`config.mk`:
```
export PLATFORM = sky130hd
export DESIGN_NAME = clint_reg2axi
export DESIGN_NICKNAME = d
export VERILOG_FILES = /design/src/rtl/clint_reg2axi.sv
export SDC_FILE = /design/constraint.sdc
export NUM_CORES = 1
export LEC_CHECK = 0
export ABC_CLOCK_PERIOD_IN_PS = 3400
export CAP_MARGIN = 20
export CORE_AREA = 2 2 134 136
export DETAILED_ROUTE_END_ITERATION = 6
export DIE_AREA = 0 0 136 138
export GPL_ROUTABILITY_DRIVEN = 0
export HOLD_SLACK_MARGIN = 0.03
export PLACE_DENSITY = 0.63
export SLEW_MARGIN = 20
export SYNTH_ARGS = -nofsm -noshare
export SYNTH_HDL_FRONTEND = slang
export SYNTH_SLANG_ARGS = --single-unit
```
`constraint.sdc`:
```
create_clock -name clk -period 3.4 [get_ports clk]
set_input_delay 1.02 -clock clk [delete_from_list [all_inputs] [get_ports clk]]
set_output_delay 1.02 -clock clk [all_outputs]
set_load 0.02 [all_outputs]
```
`src/rtl/clint_reg2axi.sv`:
```
// Single-outstanding AXI4 initiator: turns one valid/ready register request into a single-beat
// AXI4 read or write. Optional macro CLINT_REG2AXI_ID_CHECK_EN flags responses with a foreign BID/RID.
module clint_reg2axi #(
  parameter int unsigned AXI_ADDR_W = 32,
  parameter int unsigned AXI_ID_W   = 8,
  parameter int unsigned AXI_DATA_W = 32,
  parameter int unsigned AXI_ID_VAL = 0
) (
  input  logic                  clk,
  input  logic                  rst,
  // register request / response port
  input  logic                  req_valid,
  output logic                  req_ready,
  input  logic                  req_wen,
  input  logic [AXI_ADDR_W-1:0] req_addr,
  input  logic [31:0]           req_wdata,
  input  logic [3:0]            req_wstrb,
  output logic                  rsp_valid,
  input  logic                  rsp_ready,
  output logic [31:0]           rsp_rdata,
  output logic                  rsp_err,
  // AW
  output logic                  slv_awvalid,
  output logic [AXI_ADDR_W-1:0] slv_awaddr,
  output logic [7:0]            slv_awlen,
  output logic [2:0]            slv_awsize,
  output logic [1:0]            slv_awburst,
  output logic                  slv_awlock,
  output logic [3:0]            slv_awcache,
  output logic [2:0]            slv_awprot,
  output logic [3:0]            slv_awqos,
  output logic [3:0]            slv_awregion,
  output logic [AXI_ID_W-1:0]   slv_awid,
  input  logic                  slv_awready,
  // W
  output logic                  slv_wvalid,
  output logic [31:0]           slv_wdata,
  output logic [3:0]            slv_wstrb,
  output logic                  slv_wlast,
  input  logic                  slv_wready,
  // B
  input  logic                  slv_bvalid,
  output logic                  slv_bready,
  input  logic [AXI_ID_W-1:0]   slv_bid,
  input  logic [1:0]            slv_bresp,
  // AR
  output logic                  slv_arvalid,
  output logic [AXI_ADDR_W-1:0] slv_araddr,
  output logic [7:0]            slv_arlen,
  output logic [2:0]            slv_arsize,
  output logic [1:0]            slv_arburst,
  output logic                  slv_arlock,
  output logic [3:0]            slv_arcache,
  output logic [2:0]            slv_arprot,
  output logic [3:0]            slv_arqos,
  output logic [3:0]            slv_arregion,
  output logic [AXI_ID_W-1:0]   slv_arid,
  input  logic                  slv_arready,
  // R
  input  logic                  slv_rvalid,
  output logic                  slv_rready,
  input  logic [AXI_ID_W-1:0]   slv_rid,
  input  logic [1:0]            slv_rresp,
  input  logic [31:0]           slv_rdata,
  input  logic                  slv_rlast
);

  if (!((AXI_ADDR_W == 32) || (AXI_ADDR_W == 64))) begin : g_bad_addr_w
    $error("clint_reg2axi: AXI_ADDR_W must be 32 or 64");
  end
  if (AXI_DATA_W != 32) begin : g_bad_data_w
    $error("clint_reg2axi: AXI_DATA_W must be 32");
  end

  // IDLE wait request | WR AW+W in flight | B wait BRESP | AR addr in flight | R wait RDATA | RSP hold response
  typedef enum logic [2:0] {
    S_IDLE = 3'd0,
    S_WR   = 3'd1,
    S_B    = 3'd2,
    S_AR   = 3'd3,
    S_R    = 3'd4,
    S_RSP  = 3'd5
  } state_t;

  localparam logic [AXI_ID_W-1:0] ID_VAL = AXI_ID_W'(AXI_ID_VAL);

  state_t                state_q;
  logic                  awvalid_q, wvalid_q, bready_q, arvalid_q, rready_q;
  logic                  rsp_valid_q, rsp_err_q;
  logic [31:0]           rsp_rdata_q;
  logic [AXI_ADDR_W-1:0] addr_q;
  logic [31:0]           wdata_q;
  logic [3:0]            wstrb_q;

  logic aw_done, w_done, b_id_err, r_id_err;

  // a handshake happening this cycle already counts as done
  assign aw_done = ~awvalid_q | slv_awready;
  assign w_done  = ~wvalid_q  | slv_wready;

`ifdef CLINT_REG2AXI_ID_CHECK_EN
  assign b_id_err = (slv_bid != ID_VAL);
  assign r_id_err = (slv_rid != ID_VAL);
`else
  logic unused_id;
  assign unused_id = ^{slv_bid, slv_rid};
  assign b_id_err  = 1'b0;
  assign r_id_err  = 1'b0;
`endif

  always_ff @(posedge clk) begin
    if (rst) begin
      state_q     <= S_IDLE;
      awvalid_q   <= 1'b0;
      wvalid_q    <= 1'b0;
      bready_q    <= 1'b0;
      arvalid_q   <= 1'b0;
      rready_q    <= 1'b0;
      rsp_valid_q <= 1'b0;
      rsp_err_q   <= 1'b0;
      rsp_rdata_q <= '0;
    end else begin
      case (state_q)
        S_IDLE: begin
          if (req_valid) begin
            addr_q  <= req_addr;
            wdata_q <= req_wdata;
            wstrb_q <= req_wstrb;
            if (req_wen) begin
              awvalid_q <= 1'b1;
              wvalid_q  <= 1'b1;
              state_q   <= S_WR;
            end else begin
              arvalid_q <= 1'b1;
              state_q   <= S_AR;
            end
          end
        end
        S_WR: begin
          if (slv_awready) awvalid_q <= 1'b0;
          if (slv_wready)  wvalid_q  <= 1'b0;
          if (aw_done && w_done) begin
            bready_q <= 1'b1;
            state_q  <= S_B;
          end
        end
        S_B: begin
          if (slv_bvalid) begin
            bready_q    <= 1'b0;
            rsp_err_q   <= slv_bresp[1] | b_id_err;
            rsp_rdata_q <= '0;
            rsp_valid_q <= 1'b1;
            state_q     <= S_RSP;
          end
        end
        S_AR: begin
          if (slv_arready) begin
            arvalid_q <= 1'b0;
            rready_q  <= 1'b1;
            state_q   <= S_R;
          end
        end
        S_R: begin
          if (slv_rvalid) begin
            rready_q    <= 1'b0;
            rsp_rdata_q <= slv_rdata;
            rsp_err_q   <= slv_rresp[1] | ~slv_rlast | r_id_err;
            rsp_valid_q <= 1'b1;
            state_q     <= S_RSP;
          end
        end
        S_RSP: begin
          if (rsp_ready) begin
            rsp_valid_q <= 1'b0;
            state_q     <= S_IDLE;
          end
        end
        default: state_q <= S_IDLE;
      endcase
    end
  end

  assign req_ready = (state_q == S_IDLE);
  assign rsp_valid = rsp_valid_q;
  assign rsp_rdata = rsp_rdata_q;
  assign rsp_err   = rsp_err_q;

  assign slv_awvalid  = awvalid_q;
  assign slv_awaddr   = addr_q;
  assign slv_awlen    = 8'd0;
  assign slv_awsize   = 3'b010;
  assign slv_awburst  = 2'b01;
  assign slv_awlock   = 1'b0;
  assign slv_awcache  = 4'd0;
  assign slv_awprot   = 3'd0;
  assign slv_awqos    = 4'd0;
  assign slv_awregion = 4'd0;
  assign slv_awid     = ID_VAL;

  assign slv_wvalid = wvalid_q;
  assign slv_wdata  = wdata_q;
  assign slv_wstrb  = wstrb_q;
  assign slv_wlast  = 1'b1;

  assign slv_bready = bready_q;

  assign slv_arvalid  = arvalid_q;
  assign slv_araddr   = addr_q;
  assign slv_arlen    = 8'd0;
  assign slv_arsize   = 3'b010;
  assign slv_arburst  = 2'b01;
  assign slv_arlock   = 1'b0;
  assign slv_arcache  = 4'd0;
  assign slv_arprot   = 3'd0;
  assign slv_arqos    = 4'd0;
  assign slv_arregion = 4'd0;
  assign slv_arid     = ID_VAL;

  assign slv_rready = rready_q;

endmodule

```
## Word level (Yosys, flattened, before mapping)

Cells that the tools add are included.

- Register bits after elaboration: 110
- Input bits: 131
- Output and inout bits: 215
- Word-level logic and storage cells: 85

- Equality and inequality tests: 15
- Muxes and demuxes: 34
- Bitwise logic cells: 7
- Reduce and logical (&&, ||, !) cells: 17

Operators with widths:

| operator | number |
|---|---|
| $mux 32 | 2 |
| $pmux 32 s2 | 1 |
| $mux 3 | 6 |
| $ne 2x2->1 const B | 9 |
| $pmux 3 s6 | 1 |
| $mux 1 | 16 |
| $reduce_and 4->1 | 4 |
| $pmux 1 s2 | 6 |
| $reduce_and 3->1 | 4 |
| $reduce_bool 2->1 | 5 |
| $eq 3x2->1 const B | 2 |
| $eq 3x3->1 const B | 2 |
| $reduce_and 6->1 | 1 |
| $not 1->1 | 4 |
| $eq 3x1->1 const B | 1 |
| $logic_not 3->1 | 1 |
| $or 1x1->1 | 3 |
| $pmux 1 s3 | 1 |
| $reduce_bool 3->1 | 1 |
| $mux 2 | 1 |
| $ne 2x1->1 const B | 1 |
| $logic_and 1x1->1 | 1 |

## Longest topological paths before layout

- Depth in word-level cells: 5
- Depth in mapped cells: 6
- Depth with buffers taken out: 5

## Worst setup path after synthesis

OpenSTA, ideal clock, no wires.

- Path kind: input to register
- Start point: input port rst
- End point: register addr_q[0] (netlist: slv_araddr[0]) (enable)
- Setup time: 0.434 ns
- Arrival: 2.787 ns
- Data required time: 2.966 ns
- Slack: 0.179 ns
- Cell stages on the path: 2
- Path buffers: 0
- Cells stage by stage: inv_1 and3_1

- Cells in the longest elaborated chain, start to end: 2

RTL lines:

| item | line | source |
|---|---|---|
| start: declaration | 10 | `input logic rst,` |
| $not 1->1 (no line) | -- |  |
| $reduce_and 3->1 (no line) | -- |  |
| end signal: assignment | 126 | `addr_q <= req_addr;` |
| end: declaration | 91 | `logic [AXI_ADDR_W-1:0] addr_q;` |

No other way between the ends.
A chain may end at the register's enable or synchronous reset.

## Worst setup path in the final report

- Start point: register state_q[2]
- End point: output port req_ready

- Cells in the longest elaborated chain, start to end: 1

RTL lines:

| item | line | source |
|---|---|---|
| start: declaration | 87 | `state_t state_q;` |
| start signal: assignment | 113 | `state_q <= S_IDLE;` |
| start signal: assignment | 132 | `state_q <= S_WR;` |
| start signal: assignment | 135 | `state_q <= S_AR;` |
| $logic_not 3->1 | 183 | `assign req_ready = (state_q == S_IDLE);` |
| end: declaration | 13 | `output logic req_ready,` |

No other way between the ends.

==> results by group <==
Route
  • 1st-pass router iterations: 4
  • Detail Route Antenna Nets: 0
  • WL per Instance: 15.13 microns
  • 1st-iter DRT viols: 135
  • Number of remaining DRC errors: 0
  • Routed wire length: 12660 microns
  • Vias per std cell: 4.007
  • DR vias: 3354

Global routing
  • Total grt overflow: 0
  • Vias in the first global route: 3332
  • First-pass GRT wire length: 19050 microns
  • Initial antenna violation count: 0
  • Pin count of the biggest net entering global routing: 40
  • Total GRT Usage: 13.13%

Layout
  • Most frequent cells in the layout: 252 x clkdlybuf4s50_1, 75 x conb_1, 68 x edfxtp_1, 42 x dfxtp_1, 39 x a21oi_1
  • Area delta synth->final: 55.85%
  • # diodes: 0
  • Fill cells: 1702
  • Core Util, Final: 40.56%
  • Non-Filler Instances: 837
  • Share of cells above drive strength 1: 4.605%
  • NumNets Final: 734
  • Commonest non-fill, non-tap cell in the layout: clkdlybuf4s50_1

Run
  • Max-cap violations: 0

Critical path
  • Worst r2r src: state_q[2]$_SDFFE_PP0P_
  • WS Path Type: flip-flop to primary output
  • Worst path required time: 2.38 ns
  • Setup crit start kind: flip-flop
  • CP arrival: 1.77 ns
  • CP endpoint kind: primary output
  • R2R cell count: 5
  • FF-to-FF End: rsp_rdata[28]$_SDFFE_PP0P_
  • CP Max Fanout: 8
  • CP Launch Point: state_q[2]$_SDFFE_PP0P_
  • R2R Setup Slk: 1.49 ns
  • Worst Setup EP: req_ready

Timing
  • Min Tclk post-route: 2.786 ns
  • Actual slew at the worst max-slew pin: 0.6563 ns
  • Layout Skew: 0.007697 ns
  • Max Transition Viols Final: 0
  • Highest clock rate: 359.0 MHz
  • Period utilization: 81.94%
  • Setup tns final: 0 ns
  • Final hold viol count: 0
  • RSZ-0062 raised after global routing: false
  • Hold_ws: 0.4540 ns
  • Post-route worst setup slack: 0.6141 ns
  • Relative slew slack: 56.25%
  • Finish-stage setup viols: 0

Logic synthesis
  • Synth Flop Type: edfxtp_1
  • Post-synth ARST share: 0%
  • Synth top area share: 44.75%
  • Post-Syn Area: 4563 sq um
  • Synth area leaders: edfxtp_1 45%, dfxtp_1 18%, buf_4 18%
  • Number of synthesized flops with an enable pin: 68
  • Syn Area/Cell: 11.88 sq um
  • Synth Instances: 384
  • Seq/Total Area, Yosys: 63.18%
  • Cell variety after synth: 37
  • Synthesis Warnings: 0
  • Leading area contributor after synthesis: edfxtp_1
  • #FFs+latches synth: 110

Clocking
  • Skew-Pair Late Insertion Delay: 0.35 ns
  • H-tree levels: 3
  • CTS tree: done
  • Clk pin slew, worst setup/hold paths: 0.08 ns
  • CTS Sinks: 110
  • CTS Buf Count: 9
  • CTS Hold Bufs: 0
  • Post-CTS Repair Setup Buffers: 0
  • Root Driver: clkbuf_16
  • PostCTS Resize Cnt: 0
  • Longest Clk Path Bufs: 2

Die
  • Die extent in y: 138 microns
  • Die area: 18770 sq um
  • FP Rows: 49
  • Die X: 136 microns
  • Initial Utilization: 26.02%
  • Core area: 17530 sq um
  • # IOs: 346

Placed design
  • Placed wire-length estimate: 9693 microns
  • Pre-CTS setup slack: 0.4337 ns
  • Inst Count DP: 821
  • # port buffers: 252

Pwr
  • Power Density: 542.5 nW/um^2
  • Maximum vdd drop: 0.0003026 V
  • P_leak: 2.538 nW

Min path
  • HP Class: flip-flop to flip-flop
  • Hold Path Origin: rsp_rdata[19]$_SDFFE_PP0P_

Status
  • Status: finished clean
## flip-flops by register name, summed over array words and instances (netlist names)
register and flops:
rsp_err 1, rsp_rdata 32, rsp_valid 1, slv_araddr 32, slv_arvalid 1, slv_awvalid 1
slv_bready 1, slv_rready 1, slv_wdata 32, slv_wstrb 4, slv_wvalid 1, state_q 3
## layer usage
layer	global-route usage (%)	vias to the layer above	share of wire, %
met3	3.924	12	8.1
met2	23.49	162	52
met5	0	-	0
met4	3.618	0	1.1
li1	-	1582	-
met1	15.07	1598	39
## final cells by class
| class | count | area [sq um] | area share (%) |
|---|---|---|---|
| Inverter | 4 | 15.01 | 0.2111 |
| Clock inverter | 6 | 57.56 | 0.8093 |
| Timing Repair Buffer | 258 | 2580 | 36.28 |
| Multi-Input combinational cell | 220 | 1061 | 14.92 |
| Tap cell | 229 | 286.5 | 4.029 |
| Clock buffer | 10 | 229.0 | 3.220 |
| Sequential cell | 110 | 2883 | 40.53 |
## logic make-up (layout without fill, tap and decap cells)
| group | count (synthesis) | in the layout | synth area share, % |
|---|---|---|---|
| compound gates | 57 | 57 | 7.623 |
| buf+inv | 127 | 278 | 19.71 |
| flops | 110 | 110 | 63.18 |
| mux | 1 | 1 | 0.2194 |
| other cells | 2 | 75 | 0.1646 |
| simple gates | 87 | 87 | 9.104 |
## synth_stat cells (all sizes together) (2+ instances only)
cell      n
a21oi    40
a311oi    2
buf     118
clkbuf    5
conb      2
dfxtp    42
edfxtp   68
inv       4
nand2    38
nand2b    3
nand3    34
nand3b    4
nor2      2
nor3      2
o21ai     4
## report_power, final
part           leakage [nW]  internal [mW]  total, mW  switching, mW
clock network         0.142          0.518       1.03          0.515
registers             0.966           1.59       1.67         0.0803
logic                  1.43          0.497       1.16          0.659
total                  2.54           2.60       3.86           1.25
## worst min path at each step
stage | endpoint | slack [ns] | cells after the start
after floorplan | rsp_rdata[10]$_SDFFE_PP0P_ | 0.53 | 2
after global placement | rsp_rdata[24]$_SDFFE_PP0P_ | 0.44 | 2
after detailed placement | rsp_rdata[1]$_SDFFE_PP0P_ | 0.45 | 2
after CTS | rsp_rdata[28]$_SDFFE_PP0P_ | 0.46 | 2
after global routing | rsp_rdata[21]$_SDFFE_PP0P_ | 0.47 | 2
final | rsp_rdata[19]$_SDFFE_PP0P_ | 0.45 | 2
## stage by stage
stage                     instance area [sq um]  power [mW]
final                                      7112       3.858
after global routing                       7112       4.060
after CTS                                  7111       3.920
after detailed placement                   6824       2.865
after global placement                     6824       2.850
after floorplan                            4837       2.426
## worst max-delay path: stages (launching register included)
cell and delay [ns]:
dfxtp_1 0.41, nor3_2 0.33, clkdlybuf4s50_1 0.68
No activity file was read; power rests on OpenSTA's default activity.
